## config.mk

```make
export PLATFORM = sky130hd
export DESIGN_NAME = vga_timing_gen
export DESIGN_NICKNAME = d
export VERILOG_FILES = /design/src/rtl/vga_timing_pkg.sv /design/src/rtl/vga_delay_line.sv /design/src/rtl/vga_timing_gen.sv
export SDC_FILE = /design/constraint.sdc
export NUM_CORES = 1
export LEC_CHECK = 0
export BUFFER_PORTS_ARGS = -buffer_cell sky130_fd_sc_hd__buf_2
export CAP_MARGIN = 20
export CELL_PAD_IN_SITES_DETAIL_PLACEMENT = 0
export CELL_PAD_IN_SITES_GLOBAL_PLACEMENT = 1
export CORE_ASPECT_RATIO = 0.9
export CORE_MARGIN = 1.5
export CORE_UTILIZATION = 38
export DETAILED_ROUTE_END_ITERATION = 16
export PLACE_DENSITY_LB_ADDON = 0.1
export SYNTH_ARGS = -nofsm -noshare
export SYNTH_HDL_FRONTEND = slang
export SYNTH_SLANG_ARGS = --single-unit
```

## constraint.sdc

```tcl
create_clock -name i_clk -period 2.05 [get_ports i_clk]
set_clock_uncertainty 0.15 [all_clocks]
set_input_delay 0 -clock i_clk [delete_from_list [all_inputs] [get_ports i_clk]]
set_output_delay 0 -clock i_clk [all_outputs]
set_load 0.02 [all_outputs]
```

## src/rtl/vga_timing_pkg.sv

```systemverilog
// -----------------------------------------------------------------------------
// vga_timing_pkg
//   Shared constants and helpers for the VGA timing generator:
//     - sync polarity encodings (SYNC_ACTIVE_HIGH / SYNC_ACTIVE_LOW)
//     - standard timing sets for 640x480@60 and 800x600@60
//     - vga_clog2(): constant-function ceil(log2) used to size the counters
//   No ports (package).
// -----------------------------------------------------------------------------
package vga_timing_pkg;

  // Sync polarity encodings, used directly as the level of an asserted sync.
  localparam bit SYNC_ACTIVE_HIGH = 1'b1;
  localparam bit SYNC_ACTIVE_LOW  = 1'b0;

  // 640x480 @ 60 Hz, 25.175 MHz pixel clock, negative syncs.
  localparam int VGA640_H_ACTIVE = 640;
  localparam int VGA640_H_FRONT  = 16;
  localparam int VGA640_H_SYNC   = 96;
  localparam int VGA640_H_BACK   = 48;
  localparam int VGA640_V_ACTIVE = 480;
  localparam int VGA640_V_FRONT  = 10;
  localparam int VGA640_V_SYNC   = 2;
  localparam int VGA640_V_BACK   = 33;
  localparam bit VGA640_H_POL    = SYNC_ACTIVE_LOW;
  localparam bit VGA640_V_POL    = SYNC_ACTIVE_LOW;

  // 800x600 @ 60 Hz, 40 MHz pixel clock, positive syncs.
  localparam int SVGA800_H_ACTIVE = 800;
  localparam int SVGA800_H_FRONT  = 40;
  localparam int SVGA800_H_SYNC   = 128;
  localparam int SVGA800_H_BACK   = 88;
  localparam int SVGA800_V_ACTIVE = 600;
  localparam int SVGA800_V_FRONT  = 1;
  localparam int SVGA800_V_SYNC   = 4;
  localparam int SVGA800_V_BACK   = 23;
  localparam bit SVGA800_H_POL    = SYNC_ACTIVE_HIGH;
  localparam bit SVGA800_V_POL    = SYNC_ACTIVE_HIGH;

  // Largest supported extra output delay.
  localparam int MAX_OUT_DELAY = 4;

  // ceil(log2(value)); usable in parameter/localparam expressions.
  function automatic int vga_clog2(input int value);
    int bits;
    bits = 0;
    while ((64'd1 << bits) < 64'(value)) bits++;
    return bits;
  endfunction

endpackage : vga_timing_pkg

```

## src/rtl/vga_delay_line.sv

```systemverilog
// -----------------------------------------------------------------------------
// vga_delay_line
//   Parametrised WIDTH x DEPTH shift register with clock enable and a
//   synchronous reset that loads RESET_VAL into every stage.
//   DEPTH = 0 gives a combinational pass-through.
//
// Ports
//   i_clk    system clock
//   i_reset  synchronous active-high reset, overrides i_en
//   i_en     shift enable
//   i_data   word entering the line
//   o_data   word leaving the line (i_data delayed by DEPTH enabled cycles)
// -----------------------------------------------------------------------------
module vga_delay_line #(
  parameter int               WIDTH     = 1,
  parameter int               DEPTH     = 0,
  parameter logic [WIDTH-1:0] RESET_VAL = '0
) (
  input  logic             i_clk,
  input  logic             i_reset,
  input  logic             i_en,
  input  logic [WIDTH-1:0] i_data,
  output logic [WIDTH-1:0] o_data
);

  generate
    if (DEPTH == 0) begin : g_pass
      // Clock/reset/enable are intentionally unused in the pass-through.
      logic w_unused;
      assign w_unused = &{1'b0, i_clk, i_reset, i_en};
      assign o_data   = i_data;
    end else begin : g_pipe
      logic [WIDTH-1:0] r_stage [DEPTH];

      // NOTE: every stage is reset, not just the last one; the line is a
      // handful of flops and a partially reset line would leak stale sync
      // levels to the pins for DEPTH enabled cycles after reset.
      always_ff @(posedge i_clk) begin
        if (i_reset) begin
          for (int i = 0; i < DEPTH; i++) r_stage[i] <= RESET_VAL;
        end else if (i_en) begin
          r_stage[0] <= i_data;
          for (int i = 1; i < DEPTH; i++) r_stage[i] <= r_stage[i-1];
        end
      end

      assign o_data = r_stage[DEPTH-1];
    end
  endgenerate

endmodule : vga_delay_line

```

## src/rtl/vga_timing_gen.sv

```systemverilog
// -----------------------------------------------------------------------------
// vga_timing_gen
//   Parametrised video timing generator. A horizontal/vertical counter pair
//   advances on i_pixelEn; a registered decode stage turns the counter values
//   into sync/active/coordinate/strobe signals, which then pass through an
//   OUT_DELAY-stage delay line so they can be aligned with a downstream pixel
//   pipeline. Region order is active, front porch, sync, back porch.
//
//   Optional feature: define VGA_TIMING_FRAME_CNT_EN to build the frame
//   counter behind o_frameCnt; otherwise o_frameCnt is tied to 0.
//
// Ports
//   i_clk          system clock
//   i_reset        synchronous active-high reset
//   i_pixelEn      pixel-rate enable
//   o_hs / o_vs    horizontal / vertical sync, polarity from *_SYNC_POL
//   o_activeArea   pixel inside H_ACTIVE x V_ACTIVE
//   o_px / o_py    active coordinates, 0 outside the active area
//   o_lineStart    one-clock strobe with the first pixel of every line
//   o_frameStart   one-clock strobe with pixel (0,0)
//   o_frameCnt     completed frames, modulo 2^FRAME_CNT_W
// -----------------------------------------------------------------------------
module vga_timing_gen
  import vga_timing_pkg::*;
#(
  parameter int H_ACTIVE    = VGA640_H_ACTIVE,
  parameter int H_FRONT     = VGA640_H_FRONT,
  parameter int H_SYNC      = VGA640_H_SYNC,
  parameter int H_BACK      = VGA640_H_BACK,
  parameter int V_ACTIVE    = VGA640_V_ACTIVE,
  parameter int V_FRONT     = VGA640_V_FRONT,
  parameter int V_SYNC      = VGA640_V_SYNC,
  parameter int V_BACK      = VGA640_V_BACK,
  parameter bit H_SYNC_POL  = SYNC_ACTIVE_LOW,
  parameter bit V_SYNC_POL  = SYNC_ACTIVE_LOW,
  parameter int PX_W        = 10,
  parameter int PY_W        = 10,
  parameter int OUT_DELAY   = 0,
  parameter int FRAME_CNT_W = 8
) (
  input  logic                   i_clk,
  input  logic                   i_reset,
  input  logic                   i_pixelEn,
  output logic                   o_hs,
  output logic                   o_vs,
  output logic                   o_activeArea,
  output logic [PX_W-1:0]        o_px,
  output logic [PY_W-1:0]        o_py,
  output logic                   o_lineStart,
  output logic                   o_frameStart,
  output logic [FRAME_CNT_W-1:0] o_frameCnt
);

  localparam int H_TOTAL = H_ACTIVE + H_FRONT + H_SYNC + H_BACK;
  localparam int V_TOTAL = V_ACTIVE + V_FRONT + V_SYNC + V_BACK;
  localparam int H_W     = vga_clog2(H_TOTAL);
  localparam int V_W     = vga_clog2(V_TOTAL);

  localparam int H_SYNC_START = H_ACTIVE + H_FRONT;
  localparam int H_SYNC_END   = H_SYNC_START + H_SYNC;
  localparam int V_SYNC_START = V_ACTIVE + V_FRONT;
  localparam int V_SYNC_END   = V_SYNC_START + V_SYNC;

  localparam logic [H_W-1:0] H_LAST = H_W'(H_TOTAL - 1);
  localparam logic [V_W-1:0] V_LAST = V_W'(V_TOTAL - 1);

  // Bundled output word: {hs, vs, active, line_start, frame_start, px, py[, fc]}.
  // hs/vs sit at the top so the idle word is easy to build.
`ifdef VGA_TIMING_FRAME_CNT_EN
  localparam int WORD_W = 5 + PX_W + PY_W + FRAME_CNT_W;
`else
  localparam int WORD_W = 5 + PX_W + PY_W;
`endif
  localparam logic [WORD_W-1:0] IDLE_WORD = {~H_SYNC_POL, ~V_SYNC_POL, {(WORD_W-2){1'b0}}};

  // ---------------------------------------------------------------------------
  // Parameter sanity
  // ---------------------------------------------------------------------------
  generate
    if (PX_W < $clog2(H_ACTIVE)) begin : g_err_px_w
      $error("vga_timing_gen: PX_W too small for H_ACTIVE");
    end
    if (PY_W < $clog2(V_ACTIVE)) begin : g_err_py_w
      $error("vga_timing_gen: PY_W too small for V_ACTIVE");
    end
    if (OUT_DELAY < 0 || OUT_DELAY > MAX_OUT_DELAY) begin : g_err_delay
      $error("vga_timing_gen: OUT_DELAY must be 0..4");
    end
  endgenerate

  // ---------------------------------------------------------------------------
  // Counters
  // ---------------------------------------------------------------------------
  logic [H_W-1:0] r_h_cnt;
  logic [V_W-1:0] r_v_cnt;
  logic           w_h_last;
  logic           w_v_last;

  assign w_h_last = (r_h_cnt == H_LAST);
  assign w_v_last = (r_v_cnt == V_LAST);

  // NOTE: sequential state uses non-blocking assignments so every flop in
  // this block samples the pre-edge values; that is what lets vCnt step in
  // the same edge hCnt wraps, with no skew between them.
  always_ff @(posedge i_clk) begin
    if (i_reset) begin
      r_h_cnt <= '0;
      r_v_cnt <= '0;
    end else if (i_pixelEn) begin
      if (w_h_last) begin
        r_h_cnt <= '0;
        r_v_cnt <= w_v_last ? '0 : r_v_cnt + 1'b1;
      end else begin
        r_h_cnt <= r_h_cnt + 1'b1;
      end
    end
  end

`ifdef VGA_TIMING_FRAME_CNT_EN
  // Counts at the vCnt wrap; the decode stage samples it together with pixel
  // (0,0), so the new value reaches the pins in step with o_frameStart.
  logic [FRAME_CNT_W-1:0] r_frame_src;

  always_ff @(posedge i_clk) begin
    if (i_reset) begin
      r_frame_src <= '0;
    end else if (i_pixelEn && w_h_last && w_v_last) begin
      r_frame_src <= r_frame_src + 1'b1;
    end
  end
`endif

  // ---------------------------------------------------------------------------
  // Decode (combinational, from the pre-increment counter values)
  // ---------------------------------------------------------------------------
  logic            w_hs;
  logic            w_vs;
  logic            w_active;
  logic            w_line_start;
  logic            w_frame_start;
  logic [PX_W-1:0] w_px;
  logic [PY_W-1:0] w_py;

  // NOTE: every output gets a default at the top of the block so no path
  // leaves a signal unassigned, which is what keeps latches from appearing.
  always_comb begin
    w_hs          = ~H_SYNC_POL;
    w_vs          = ~V_SYNC_POL;
    w_active      = 1'b0;
    w_line_start  = 1'b0;
    w_frame_start = 1'b0;
    w_px          = '0;
    w_py          = '0;

    if (int'(r_h_cnt) >= H_SYNC_START && int'(r_h_cnt) < H_SYNC_END) w_hs = H_SYNC_POL;
    if (int'(r_v_cnt) >= V_SYNC_START && int'(r_v_cnt) < V_SYNC_END) w_vs = V_SYNC_POL;

    if (int'(r_h_cnt) < H_ACTIVE && int'(r_v_cnt) < V_ACTIVE) begin
      w_active = 1'b1;
      w_px     = PX_W'(r_h_cnt);
      w_py     = PY_W'(r_v_cnt);
    end

    if (r_h_cnt == '0) begin
      w_line_start  = 1'b1;
      w_frame_start = (r_v_cnt == '0);
    end
  end

  logic [WORD_W-1:0] w_dec_word;

`ifdef VGA_TIMING_FRAME_CNT_EN
  assign w_dec_word = {w_hs, w_vs, w_active, w_line_start, w_frame_start, w_px, w_py, r_frame_src};
`else
  assign w_dec_word = {w_hs, w_vs, w_active, w_line_start, w_frame_start, w_px, w_py};
`endif

  // ---------------------------------------------------------------------------
  // Decode register (the one mandatory latency stage) and extra delay
  // ---------------------------------------------------------------------------
  logic [WORD_W-1:0] r_dec_word;
  logic [WORD_W-1:0] w_out_word;

  always_ff @(posedge i_clk) begin
    if (i_reset) begin
      r_dec_word <= IDLE_WORD;
    end else if (i_pixelEn) begin
      r_dec_word <= w_dec_word;
    end
  end

  vga_delay_line #(
    .WIDTH     (WORD_W),
    .DEPTH     (OUT_DELAY),
    .RESET_VAL (IDLE_WORD)
  ) u_delay (
    .i_clk   (i_clk),
    .i_reset (i_reset),
    .i_en    (i_pixelEn),
    .i_data  (r_dec_word),
    .o_data  (w_out_word)
  );

  // ---------------------------------------------------------------------------
  // Outputs
  // ---------------------------------------------------------------------------
  logic w_out_line_start;
  logic w_out_frame_start;

`ifdef VGA_TIMING_FRAME_CNT_EN
  assign {o_hs, o_vs, o_activeArea, w_out_line_start, w_out_frame_start,
          o_px, o_py, o_frameCnt} = w_out_word;
`else
  assign {o_hs, o_vs, o_activeArea, w_out_line_start, w_out_frame_start,
          o_px, o_py} = w_out_word;
  assign o_frameCnt = '0;
`endif

  // The strobe bits in the word are held while the pipeline is stalled, so
  // they are qualified with "the last edge advanced the pipeline" to make
  // them exactly one i_clk wide regardless of the pixel rate.
  logic r_advanced;

  always_ff @(posedge i_clk) begin
    if (i_reset) begin
      r_advanced <= 1'b0;
    end else begin
      r_advanced <= i_pixelEn;
    end
  end

  assign o_lineStart  = w_out_line_start  & r_advanced;
  assign o_frameStart = w_out_frame_start & r_advanced;

endmodule : vga_timing_gen

```

==> impl_table.tex, run 1 <==
\begin{tabular}{lr}
\hline
Metric & Value \\
\hline
\multicolumn{2}{l}{\textbf{Place}} \\
\quad Cell total after placement & a little over 300 \\
\quad Routability cong. & around 0.84 \\
\quad Worst slack at placement & 0.08712 ns \\
\quad Number of I/O port buffers & 27 \\
\quad Detailed placement HPWL & around 3200 microns \\
\multicolumn{2}{l}{\textbf{Job}} \\
\quad Max-capacitance violation count & 0 \\
\multicolumn{2}{l}{\textbf{GRT}} \\
\quad Overflow after GRT & 0 \\
\quad Maximum number of pins on one net before global-route repair & 23 \\
\quad Global-route wire length before repair & around 7300 microns \\
\quad Via count of the first global-routing pass & between 1000 and 1500 \\
\quad Aggregate global-route resource usage & roughly 16\% \\
\quad Antenna violations before repair & 0 \\
\multicolumn{2}{l}{\textbf{STA}} \\
\quad Slew Limit Fails & 0 \\
\quad Slew Limit Headroom & approximately 66\% \\
\quad Final Setup Violations & 0 \\
\quad Minimum clock period & around 1.9 ns \\
\quad Post-Route Setup TNS & 0 ns \\
\quad Transition at the pin with the smallest max-transition slack & approximately 0.51 ns \\
\quad Count of endpoints failing hold in the final timing report & 0 \\
\quad Unrepaired setup endpoints after global routing & false \\
\quad Final worst path period share & a little over nine tenths \\
\quad Fmax & just over 0.5 GHz \\
\quad Final worst setup slack & roughly 0.11 ns \\
\multicolumn{2}{l}{\textbf{Outcome}} \\
\quad Status & complete, no violations \\
\multicolumn{2}{l}{\textbf{Synth}} \\
\quad Post-synthesis register bit count & 46 \\
\quad Ranking of synthesized cells by area & sky130\_fd\_sc\_hd\_\_dfxtp\_1 (44\%), sky130\_fd\_sc\_hd\_\_buf\_4 (10\%), sky130\_fd\_sc\_hd\_\_a22o\_1 (7.5\%) \\
\quad Post-synth top area cell & sky130\_fd\_sc\_hd\_\_dfxtp\_1 \\
\quad Sequential fraction of the synthesis area & a little over two fifths \\
\quad Number of synthesis warnings & 0 \\
\quad Mean instance size in the synthesized netlist & about 9.4 sq um \\
\quad Post-synthesis cell count & between 200 and 250 \\
\quad Distinct cells, synth & 40 \\
\quad Total standard cell area after synthesis & 0.002110 sq mm \\
\quad Prevailing post-synth register cell & sky130\_fd\_sc\_hd\_\_dfxtp\_1 \\
\quad List of most frequent post-synthesis cells & sky130\_fd\_sc\_hd\_\_dfxtp\_1 (46), sky130\_fd\_sc\_hd\_\_buf\_4 (28), sky130\_fd\_sc\_hd\_\_a22o\_1 (18), sky130\_fd\_sc\_hd\_\_nor2\_1 (18) \\
\quad Asr flop ratio synth & 0\% \\
\quad Proportion of netlist area held by the largest area contributor & a little over two fifths \\
\quad Count of flip-flops with a built-in enable after synthesis & 0 \\
\quad Most numerous cell in the Yosys netlist & sky130\_fd\_sc\_hd\_\_dfxtp\_1 \\
\multicolumn{2}{l}{\textbf{Floorplan}} \\
\quad Top-Level Pins & 36 \\
\quad Number of rows created at floorplan & 25 \\
\quad Placeable Area & 0.005286 sq mm \\
\quad Horizontal extent of the die & about 82 microns \\
\quad Floorplan die area & 0.006008 sq mm \\
\quad Initial cell density of the core & between 30 and 40\% \\
\quad Die Height & about 74 microns \\
\multicolumn{2}{l}{\textbf{CTS}} \\
\quad CTS tree & built \\
\quad Number of buffers inserted to repair setup after CTS & 0 \\
\quad Clock insertion delay at the later pin of the skew report & around 0.3 ns \\
\quad TritonCTS Buffers & 5 \\
\quad Master cell of the clock root buffer & sky130\_fd\_sc\_hd\_\_clkbuf\_8 \\
\quad Clock edge transition at the registers on the reported setup and hold paths & approximately 0.09 ns \\
\quad Number of clock sinks & 46 \\
\quad Number of H-tree levels & 2 \\
\quad Clock Tree Buf Depth & 2 \\
\multicolumn{2}{l}{\textbf{Critical path}} \\
\quad Crit path required time & approximately 2.1 ns \\
\quad CP Launch Type & register \\
\quad Critical path peak fanout & 6 \\
\quad Signal arrival time at the worst endpoint & about 2.0 ns \\
\quad Category of the most critical setup path & register to register \\
\quad Critical Path End Type & register \\
\multicolumn{2}{l}{\textbf{Detailed routing}} \\
\quad DRC violations left & 0 \\
\quad Starting DRC count in detailed routing & $\sim$120 \\
\quad Detail-routed via count per cell & 5.095 \\
\quad Total Routed Length & between 4000 and 5000 microns \\
\quad First-pass iteration count of the detailed router & 4 \\
\quad Total number of vias & between 1500 and 2000 \\
\quad Number of routed nets with antenna violations & 0 \\
\quad Detailed-route wire length per cell & 14.10 microns \\
\multicolumn{2}{l}{\textbf{Final layout}} \\
\quad Number of inserted diodes & 0 \\
\quad Fill cell total of the finished layout & roughly 510 \\
\quad Area growth syn-to-layout & 12.34\% \\
\quad Number of non-filler instances in the completed layout & 316 \\
\quad Layout Nets & between 200 and 300 \\
\quad Fraction of layout instances using a drive strength above 1 & approximately 25\% \\
\quad Post-layout utilization of the core & 44.83\% \\
\multicolumn{2}{l}{\textbf{Pwr}} \\
\quad Maximum vdd ir drop & 0.3377 mV \\
\quad Static leakage & just under 1 nW \\
\quad PwrDens & between 600 and 700 mW/mm\^{}2 \\
\multicolumn{2}{l}{\textbf{Hold path}} \\
\quad Worst min path class & register to register \\
\hline
\end{tabular}
where the power goes:
part | internal (W) | switching (W)
combinational | 0.0000331 | 0.0000651
sequential | 0.000906 | 0.00000615
clock | 0.000241 | 0.000311
total | 0.00118 | 0.000382
cell usage in the layout, fill, tap and decap left out, types with 6 or more instances in the layout:
| cell type | n |
|---|---|
| sky130_fd_sc_hd__nor2_1 | 18 |
| sky130_fd_sc_hd__nand3_1 | 7 |
| sky130_fd_sc_hd__conb_1 | 8 |
| sky130_fd_sc_hd__buf_4 | 21 |
| sky130_fd_sc_hd__buf_2 | 27 |
| sky130_fd_sc_hd__o21ai_0 | 6 |
| sky130_fd_sc_hd__a21oi_1 | 9 |
| sky130_fd_sc_hd__a22o_1 | 18 |
| sky130_fd_sc_hd__nand2_1 | 9 |
| sky130_fd_sc_hd__xnor2_1 | 6 |
| sky130_fd_sc_hd__dfxtp_1 | 45 |
worst paths after layout:
kind,from,endpoint,slack [ns],cells after the start
setup / recovery,r_h_cnt[1],r_v_cnt[6],0.11,5
hold / removal,r_dec_word[21],r_dec_word[21],0.29,2
hold reg to reg,r_dec_word[21],r_dec_word[21],0.29,2
setup reg to reg,r_h_cnt[1],r_v_cnt[6],0.11,5
stage by stage:
step	cell area [sq um]	total power (W)	hold WS, ns
floorplan	2136	0.001010	-0.04751
global placement	2250	0.001027	0.1882
detailed placement	2250	0.001028	0.1922
CTS	2356	0.001577	0.2927
global route	2370	0.001633	0.3232
finish	2370	0.001562	0.2892
worst max-delay path: stages, from the launching register on:
cell and delay (ns):
sky130_fd_sc_hd__dfxtp_1 0.34, sky130_fd_sc_hd__ha_2 0.21, sky130_fd_sc_hd__nand4_4 0.15, sky130_fd_sc_hd__or4_4 0.54, sky130_fd_sc_hd__or3_1 0.35, sky130_fd_sc_hd__a21oi_1 0.13
registers in the layout (all words and copies together), names as in the netlist:
register,count
r_h_cnt,10
r_dec_word,25
r_v_cnt,10
r_advanced,1
layout make-up:
class / count / area [sq um] / area share, %
Clock buffer: 6 / 72.57 / 3.062
Clock inverter: 2 / 13.76 / 0.5808
Inverter: 5 / 18.77 / 0.7920
Multi-Input combinational cell: 140 / 945.9 / 39.92
Sequential cell: 46 / 922.1 / 38.91
Tap cell: 67 / 83.83 / 3.537
Timing Repair Buffer: 50 / 312.8 / 13.20
logic make-up (layout without fill, tap and decap cells):
kind of cell | after synthesis | in the layout | share of synthesized area, %
XOR/XNOR | 11 | 11 | 4.567
adder cells (fa/ha/maj) | 5 | 5 | 2.966
AO/OA/AOI/OAI | 38 | 38 | 12.99
other | 1 | 8 | 0.1778
AND/OR/NAND/NOR | 75 | 75 | 20.88
buffers and inverters | 45 | 63 | 13.34
flip-flops | 46 | 46 | 43.65
multiplexers | 3 | 3 | 1.424
repair_timing:
action,4_1_cts,5_1_grt
endpoints found under the setup margin,0,5
resized for setup,0,5
hold buffers,2,0
endpoints found under the hold margin,11,0
per-layer routing:
layer	vias to the layer above	share of wire [%]	wire, microns	track usage (%)
met3	7	8.7	387	3.851
met5	-	0	0	0
li1	802	-	-	-
met1	731	49	2200	24.17
met2	70	41	1812	22.59
met4	0	1.3	57	7.088
No activity file was read; power rests on OpenSTA's default activity.
==> run 2: changes to the inputs <==
--- a/config.mk
+++ b/config.mk
@@ -11,7 +11,9 @@
 export CELL_PAD_IN_SITES_GLOBAL_PLACEMENT = 1
 export CORE_ASPECT_RATIO = 0.9
 export CORE_MARGIN = 1.5
-export CORE_UTILIZATION = 38
+export CORE_UTILIZATION = 40
+export CTS_BUF_LIST = sky130_fd_sc_hd__clkbuf_8
+export CTS_CLUSTER_DIAMETER = 80
 export DETAILED_ROUTE_END_ITERATION = 16
 export PLACE_DENSITY_LB_ADDON = 0.1
 export SYNTH_ARGS = -nofsm -noshare
==> impl_table.tex, run 2 (synthesis results as in run 1) <==
\begin{tabular}{lr}
\hline
Metric & Value \\
\hline
\multicolumn{2}{l}{\textbf{Detailed routing}} \\
\quad DRC violations left & 0 (unchanged) \\
\quad Detailed-route wire length per cell & 14.41 microns (+2.2\%) \\
\quad Number of routed nets with antenna violations & 0 (unchanged) \\
\quad Total number of vias & 1590 (-1.2\%) \\
\quad Starting DRC count in detailed routing & 56 (-52\%) \\
\quad First-pass iteration count of the detailed router & 4 (unchanged) \\
\quad Detail-routed via count per cell & 5.113 (+0.35\%) \\
\quad Total Routed Length & 4483 microns (+0.58\%) \\
\multicolumn{2}{l}{\textbf{CTS}} \\
\quad Clock insertion delay at the later pin of the skew report & 0.29 ns (about the same) \\
\quad Clock edge transition at the registers on the reported setup and hold paths & 0.08 ns (about the same) \\
\quad Master cell of the clock root buffer & sky130\_fd\_sc\_hd\_\_clkbuf\_8 \\
\quad CTS tree & built \\
\quad TritonCTS Buffers & 5 (unchanged) \\
\quad Number of H-tree levels & 2 (unchanged) \\
\quad Clock Tree Buf Depth & 2 (unchanged) \\
\quad Number of clock sinks & 46 (unchanged) \\
\multicolumn{2}{l}{\textbf{Floorplan}} \\
\quad Horizontal extent of the die & 79.55 microns (-2.4\%) \\
\quad Top-Level Pins & 36 (unchanged) \\
\quad Initial cell density of the core & 42.58\% (+2.7 points) \\
\quad Die Height & 71.90 microns (-2.4\%) \\
\quad Number of rows created at floorplan & 24 (-4.0\%) \\
\quad Placeable Area & 0.004955 sq mm (-6.3\%) \\
\quad Floorplan die area & 0.005719 sq mm (-4.8\%) \\
\multicolumn{2}{l}{\textbf{Final layout}} \\
\quad Layout Nets & 253 (-1.2\%) \\
\quad Number of flip-flops under the largest register name & 25 (unchanged) \\
\quad Largest registers & r\_dec\_word (25), r\_h\_cnt (10), r\_v\_cnt (10) \\
\quad Most common cell after layout, fill and taps aside & sky130\_fd\_sc\_hd\_\_dfxtp\_1 \\
\quad Number of inserted diodes & 0 (unchanged) \\
\quad Fraction of layout instances using a drive strength above 1 & 23.98\% (-1.3 points) \\
\quad Area growth syn-to-layout & 11.09\% \\
\quad Register ranked first by flip-flop count & r\_dec\_word \\
\quad Number of non-filler instances in the completed layout & 311 (-1.6\%) \\
\quad Leading cell types in the layout, fill and taps excluded & sky130\_fd\_sc\_hd\_\_dfxtp\_1 (46), sky130\_fd\_sc\_hd\_\_buf\_2 (27), sky130\_fd\_sc\_hd\_\_nor2\_1 (18), sky130\_fd\_sc\_hd\_\_a22o\_1 (18), sky130\_fd\_sc\_hd\_\_buf\_4 (18) \\
\quad Post-layout utilization of the core & 47.30\% (+2.5 points) \\
\multicolumn{2}{l}{\textbf{Place}} \\
\quad Routability cong. & 0.8115 (-3.2\%) \\
\quad Cell total after placement & 301 (-1.6\%) \\
\quad Detailed placement HPWL & 3237 microns (+1.2\%) \\
\quad Number of I/O port buffers & 27 (unchanged) \\
\quad Worst slack at placement & 0.08112 ns (-0.006008 ns) \\
\multicolumn{2}{l}{\textbf{STA}} \\
\quad Slew Limit Headroom & 65.35\% (-0.60 points) \\
\quad Transition at the pin with the smallest max-transition slack & 0.5157 ns (+0.008979 ns) \\
\quad Minimum clock period & 1.981 ns (+0.03997 ns) \\
\quad Final worst path period share & 96.64\% (+1.9 points) \\
\quad Final worst setup slack & 0.06898 ns (-0.03997 ns) \\
\quad Fmax & 0.5048 GHz (-2.0\%) \\
\quad Post-Route Setup TNS & 0 ns (unchanged) \\
\quad Worst hold margin & 0.2944 ns (+0.005192 ns) \\
\quad Slew Limit Fails & 0 (unchanged) \\
\quad Count of endpoints failing hold in the final timing report & 0 (unchanged) \\
\quad Final Setup Violations & 0 (unchanged) \\
\multicolumn{2}{l}{\textbf{Pwr}} \\
\quad Maximum vdd ir drop & 0.3010 mV (-11\%) \\
\quad Static leakage & 0.9649 nW (-1.3\%) \\
\quad PwrDens & 658.6 mW/mm\^{}2 (about the same) \\
\multicolumn{2}{l}{\textbf{Critical path}} \\
\quad CP Launch Type & register \\
\quad Crit path required time & 2.14 ns (about the same) \\
\quad Category of the most critical setup path & register to register \\
\quad Minimum setup slack among reg-to-reg paths & 0.07 ns (-0.04 ns) \\
\quad Critical path peak fanout & 6 (unchanged) \\
\quad Critical Path End Type & register \\
\quad Signal arrival time at the worst endpoint & 2.07 ns (+0.04 ns) \\
\multicolumn{2}{l}{\textbf{Outcome}} \\
\quad Status & complete, no violations \\
\multicolumn{2}{l}{\textbf{GRT}} \\
\quad Maximum number of pins on one net before global-route repair & 23 (unchanged) \\
\quad Global-route wire length before repair & 7403 microns (+0.75\%) \\
\quad Overflow after GRT & 0 (unchanged) \\
\quad Antenna violations before repair & 0 (unchanged) \\
\quad Aggregate global-route resource usage & 17.05\% (+0.59 points) \\
\quad Via count of the first global-routing pass & 1491 (+2.3\%) \\
\multicolumn{2}{l}{\textbf{Job}} \\
\quad Max-capacitance violation count & 0 (unchanged) \\
\multicolumn{2}{l}{\textbf{Hold path}} \\
\quad Worst min path class & register to register \\
\hline
\end{tabular}
[run 2: final cells by class]
type / instances / area, sq um
Fill cell: 487 / 2611
Clock inverter: 3 / 17.52
Timing Repair Buffer: 47 / 290.3
Sequential cell: 46 / 920.9
Inverter: 5 / 18.77
Tap cell: 65 / 81.33
Clock buffer: 5 / 68.82
Multi-Input combinational cell: 140 / 945.9
[run 2: final timing paths]
path	start	end	cells after the start
hold / removal	r_dec_word[21]	r_dec_word[21]	2
hold reg to reg	r_dec_word[21]	r_dec_word[21]	2
setup reg to reg	r_h_cnt[0]	r_v_cnt[6]	5
setup / recovery	r_h_cnt[0]	r_v_cnt[6]	5
[run 2: per-layer routing]
| metal | track usage, % | routed length [microns] | up-vias |
|---|---|---|---|
| met3 | 3.774 | 278 | 7 |
| met1 | 25.14 | 2240 | 739 |
| met4 | 7.018 | 80 | 0 |
| met5 | 0 | 0 | - |
| met2 | 23.92 | 1883 | 50 |
| li1 | - | - | 794 |
[run 2: through the flow]
step                instance area (sq um)  power (W)
global placement                     2225   0.001023
finish                               2344   0.001543
global route                         2344   0.001613
floorplan                            2136   0.001010
detailed placement                   2225   0.001026
CTS                                  2331   0.001567
[run 2: repair_timing]
action | in CTS | in global routing
resized for setup | 0 | 4
hold buffers | 2 | 0
buffers inserted | 0 | 0
endpoints found under the hold margin | 9 | 0
setup endpoints to repair | 0 | 21
[run 2: worst max-delay path, cell delays in order, from the launching register on]
cell	delay [ns]
sky130_fd_sc_hd__dfxtp_1	0.34
sky130_fd_sc_hd__ha_2	0.21
sky130_fd_sc_hd__nand4_4	0.15
sky130_fd_sc_hd__or4_1	0.55
sky130_fd_sc_hd__or3_1	0.39
sky130_fd_sc_hd__a21oi_2	0.14
[run 2: where the power goes]
part	internal (W)	switching, W
sequential	0.000906	0.00000609
clock	0.000236	0.000299
combinational	0.0000327	0.0000638
total	0.00117	0.000369
==> run 3: changes to the inputs <==
--- a/config.mk
+++ b/config.mk
@@ -11,11 +11,11 @@
 export CELL_PAD_IN_SITES_GLOBAL_PLACEMENT = 1
 export CORE_ASPECT_RATIO = 0.9
 export CORE_MARGIN = 1.5
-export CORE_UTILIZATION = 40
-export CTS_BUF_LIST = sky130_fd_sc_hd__clkbuf_8
+export CORE_UTILIZATION = 38
 export CTS_CLUSTER_DIAMETER = 80
 export DETAILED_ROUTE_END_ITERATION = 16
 export PLACE_DENSITY_LB_ADDON = 0.1
 export SYNTH_ARGS = -nofsm -noshare
 export SYNTH_HDL_FRONTEND = slang
+export SYNTH_HIERARCHICAL = 1
 export SYNTH_SLANG_ARGS = --single-unit
==> impl_table.tex, run 3 <==
\begin{tabular}{lr}
\hline
Metric & Value \\
\hline
\multicolumn{2}{l}{\textbf{Critical path}} \\
\quad Timing startpoint of the critical path & r\_h\_cnt[1] \\
\quad Category of the most critical setup path & register to register \\
\quad Source of the worst register-to-register timing path & r\_h\_cnt[1] \\
\quad CP Launch Type & register \\
\quad Signal arrival time at the worst endpoint & 2.03 ns (-0.04 ns) \\
\quad Critical path peak fanout & 5 (-1) \\
\quad Critical Path End Type & register \\
\quad Crit path required time & 2.13 ns (about the same) \\
\multicolumn{2}{l}{\textbf{Floorplan}} \\
\quad Top-Level Pins & 36 (unchanged) \\
\quad Placeable Area & 0.005660 sq mm (+14\%) \\
\quad Floorplan die area & 0.006309 sq mm (+10\%) \\
\quad Die Height & 75.51 microns (+5.0\%) \\
\quad Horizontal extent of the die & 83.56 microns (+5.0\%) \\
\quad Number of rows created at floorplan & 26 (+8.3\%) \\
\quad Initial cell density of the core & 39.21\% (-3.4 points) \\
\multicolumn{2}{l}{\textbf{Synth}} \\
\quad Distinct cells, synth & 43 (+7.5\%) \\
\quad Fraction of synthesized cell area in xor and xnor cells & 4.735\% (+0.17 points) \\
\quad Count of flip-flops with a built-in enable after synthesis & 0 (unchanged) \\
\quad List of most frequent post-synthesis cells & sky130\_fd\_sc\_hd\_\_dfxtp\_1 (46), sky130\_fd\_sc\_hd\_\_buf\_4 (35), sky130\_fd\_sc\_hd\_\_nor2\_1 (19) \\
\quad Mean instance size in the synthesized netlist & 9.526 sq um (+1.2\%) \\
\quad Asr flop ratio synth & 0\% (unchanged) \\
\quad Total standard cell area after synthesis & 0.002220 sq mm (+5.2\%) \\
\quad Post-synth top area cell & sky130\_fd\_sc\_hd\_\_dfxtp\_1 \\
\quad Largest family of logic cells by synthesized area & simple AND/OR/NAND/NOR gates \\
\quad Post-synthesis mux area share & 0.9019\% (-0.52 points) \\
\quad Post-synthesis register bit count & 46 (unchanged) \\
\quad Post-synthesis cell count & 233 (+4.0\%) \\
\quad Sequential fraction of the synthesis area & 41.49\% (-2.2 points) \\
\quad Most numerous cell in the Yosys netlist & sky130\_fd\_sc\_hd\_\_dfxtp\_1 \\
\quad Compound-cell area share of the yosys netlist & 12.29\% (-0.70 points) \\
\quad Adder-Cell Fraction of Synth Area & 2.818\% (-0.15 points) \\
\quad Ranking of synthesized cells by area & sky130\_fd\_sc\_hd\_\_dfxtp\_1 (41\%), sky130\_fd\_sc\_hd\_\_buf\_4 (12\%), sky130\_fd\_sc\_hd\_\_a22o\_1 (7.1\%) \\
\quad Prevailing post-synth register cell & sky130\_fd\_sc\_hd\_\_dfxtp\_1 \\
\quad Post-Synth Simple-Gate Area & 21.14\% (+0.26 points) \\
\quad Number of synthesis warnings & 6 (+6) \\
\quad Proportion of netlist area held by the largest area contributor & 41.49\% (-2.2 points) \\
\multicolumn{2}{l}{\textbf{CTS}} \\
\quad Master cell of the clock root buffer & sky130\_fd\_sc\_hd\_\_clkbuf\_8 \\
\quad Clock insertion delay at the later pin of the skew report & 0.30 ns (about the same) \\
\quad Clock edge transition at the registers on the reported setup and hold paths & 0.09 ns (about the same) \\
\quad Number of H-tree levels & 2 (unchanged) \\
\quad CTS tree & built \\
\quad Number of clock sinks & 46 (unchanged) \\
\quad Number of buffers inserted to repair setup after CTS & 0 (unchanged) \\
\quad TritonCTS Buffers & 5 (unchanged) \\
\quad Clock Tree Buf Depth & 2 (unchanged) \\
\multicolumn{2}{l}{\textbf{Detailed routing}} \\
\quad Number of routed nets with antenna violations & 0 (unchanged) \\
\quad Detail-routed via count per cell & 5.087 (-0.50\%) \\
\quad Total number of vias & 1582 (-0.50\%) \\
\quad Detailed-route wire length per cell & 14.85 microns (+3.0\%) \\
\quad DRC violations left & 0 (unchanged) \\
\quad Total Routed Length & 4618 microns (+3.0\%) \\
\quad First-pass iteration count of the detailed router & 4 (unchanged) \\
\quad Starting DRC count in detailed routing & 81 (+45\%) \\
\multicolumn{2}{l}{\textbf{Final layout}} \\
\quad Number of flip-flops under the largest register name & 25 (unchanged) \\
\quad Layout Nets & 248 (-2.0\%) \\
\quad Fraction of layout instances using a drive strength above 1 & 21.99\% (-2.0 points) \\
\quad Largest registers & r\_dec\_word (25), r\_h\_cnt (10), r\_v\_cnt (10) \\
\quad Area growth syn-to-layout & 5.411\% \\
\quad Leading cell types in the layout, fill and taps excluded & sky130\_fd\_sc\_hd\_\_dfxtp\_1 (45), sky130\_fd\_sc\_hd\_\_buf\_2 (27), sky130\_fd\_sc\_hd\_\_nor2\_1 (19), sky130\_fd\_sc\_hd\_\_a22o\_1 (18), sky130\_fd\_sc\_hd\_\_nand2\_1 (10) \\
\quad Most common cell after layout, fill and taps aside & sky130\_fd\_sc\_hd\_\_dfxtp\_1 \\
\quad Number of inserted diodes & 0 (unchanged) \\
\quad Post-layout instance area & 0.002340 sq mm (-0.16\%) \\
\quad Register ranked first by flip-flop count & r\_dec\_word \\
\quad Post-layout utilization of the core & 41.34\% (-6.0 points) \\
\multicolumn{2}{l}{\textbf{GRT}} \\
\quad Maximum number of pins on one net before global-route repair & 23 (unchanged) \\
\quad Via count of the first global-routing pass & 1436 (-3.7\%) \\
\quad Layer with the highest usage after global routing & met1 \\
\quad Global-route wire length before repair & 7431 microns (+0.38\%) \\
\quad Aggregate global-route resource usage & 15.38\% (-1.7 points) \\
\quad Antenna violations before repair & 0 (unchanged) \\
\quad Global-route track usage on met1 & 22.72\% (-2.4 points) \\
\quad GRT met3 Usage & 3.575\% (-0.20 points) \\
\quad Overflow after GRT & 0 (unchanged) \\
\quad Global routing met2 resource utilization & 21.95\% (-2.0 points) \\
\multicolumn{2}{l}{\textbf{STA}} \\
\quad Count of endpoints failing hold in the final timing report & 0 (unchanged) \\
\quad Final worst path period share & 94.85\% (-1.8 points) \\
\quad Fmax & 0.5143 GHz (+1.9\%) \\
\quad Final worst setup slack & 0.1055 ns (+0.03654 ns) \\
\quad Slew Limit Headroom & 65.92\% (+0.57 points) \\
\quad Final Setup Violations & 0 (unchanged) \\
\quad Unrepaired setup endpoints after global routing & false \\
\quad Minimum clock period & 1.944 ns (-0.03654 ns) \\
\quad Transition at the pin with the smallest max-transition slack & 0.5065 ns (-0.009282 ns) \\
\quad Post-Route Setup TNS & 0 ns (unchanged) \\
\quad Slew Limit Fails & 0 (unchanged) \\
\multicolumn{2}{l}{\textbf{Hold path}} \\
\quad Worst min path class & register to register \\
\quad Min-Delay Startpoint & r\_dec\_word[21] \\
\multicolumn{2}{l}{\textbf{Outcome}} \\
\quad Status & complete, no violations \\
\multicolumn{2}{l}{\textbf{Pwr}} \\
\quad PwrDens & 724.3 mW/mm\^{}2 (+10\%) \\
\quad Maximum vdd ir drop & 0.2950 mV (-2.0\%) \\
\quad Static leakage & 0.9675 nW (+0.27\%) \\
\quad Total design power & 0.001695 W (+9.8\%) \\
\multicolumn{2}{l}{\textbf{Place}} \\
\quad Post-Place Cell Area & 0.002190 sq mm (-1.6\%) \\
\quad Worst slack at placement & 0.007578 ns (-0.07354 ns) \\
\quad Routability cong. & 0.8389 (+3.4\%) \\
\quad Detailed placement HPWL & 3331 microns (+2.9\%) \\
\quad Number of I/O port buffers & 27 (unchanged) \\
\multicolumn{2}{l}{\textbf{Job}} \\
\quad Max-capacitance violation count & 0 (unchanged) \\
\hline
\end{tabular}
==> run 3: final timing paths <==
kind                                  endpoint  depth (start not counted)  slack, ns
worst max-delay path                r_v_cnt[6]                          5       0.11
worst min-delay path            r_dec_word[21]                          2       0.30
worst min register to register  r_dec_word[21]                          2       0.30
worst max register to register      r_v_cnt[6]                          5       0.11
==> run 3: metal layers <==
metal,up-vias,wire length [microns]
met3,4,257
met1,743,2415
li1,789,-
met2,46,1903
met5,-,0
met4,0,42
==> run 3: cell families after synthesis <==
group                    after synthesis
AND/OR/NAND/NOR                       79
buffers and inverters                 51
flip-flops                            46
AO/OA/AOI/OAI                         37
XOR/XNOR                              12
adder cells (fa/ha/maj)                5
multiplexers                           2
other                                  1
==> run 3: area by class of cell <==
type	instances	area (sq um)
tap	70	87.58
fill	590	3321
clock buffer	5	68.82
sequential	46	922.1
clock inverter	3	45.04
inverter	5	18.77
timing repair buffer	39	232.7
multi-input combinational	143	964.7
==> run 3: worst max-delay path, cell delays in order, from the launching register on <==
cell and delay [ns]:
sky130_fd_sc_hd__dfxtp_1 0.41, sky130_fd_sc_hd__ha_1 0.18, sky130_fd_sc_hd__and4_1 0.35, sky130_fd_sc_hd__nand3_4 0.10, sky130_fd_sc_hd__or4_1 0.52, sky130_fd_sc_hd__a21oi_1 0.16
==> run 3: through the flow <==
step | instances | hold slack (ns)
6_report | 311 | 0.3024
5_1_grt | 311 | 0.3286
4_1_cts | 311 | 0.3049
3_5_place_dp | 300 | 0.09883
3_3_place_gp | 300 | 0.1038
2_1_floorplan | 240 | -0.05914
==> run 3: repair_timing <==
item,CTS,global route
gates resized for setup,1,2
hold buffers,3,0
endpoints found under the setup margin,1,21
endpoints found under the hold margin,10,0
==> run 3: report_power, final <==
group	leakage [nW]	switching, W	internal (W)
Combinational	0.545	0.0000593	0.0000287
Clock	0.0504	0.000327	0.000363
Sequential	0.372	0.0000105	0.000906
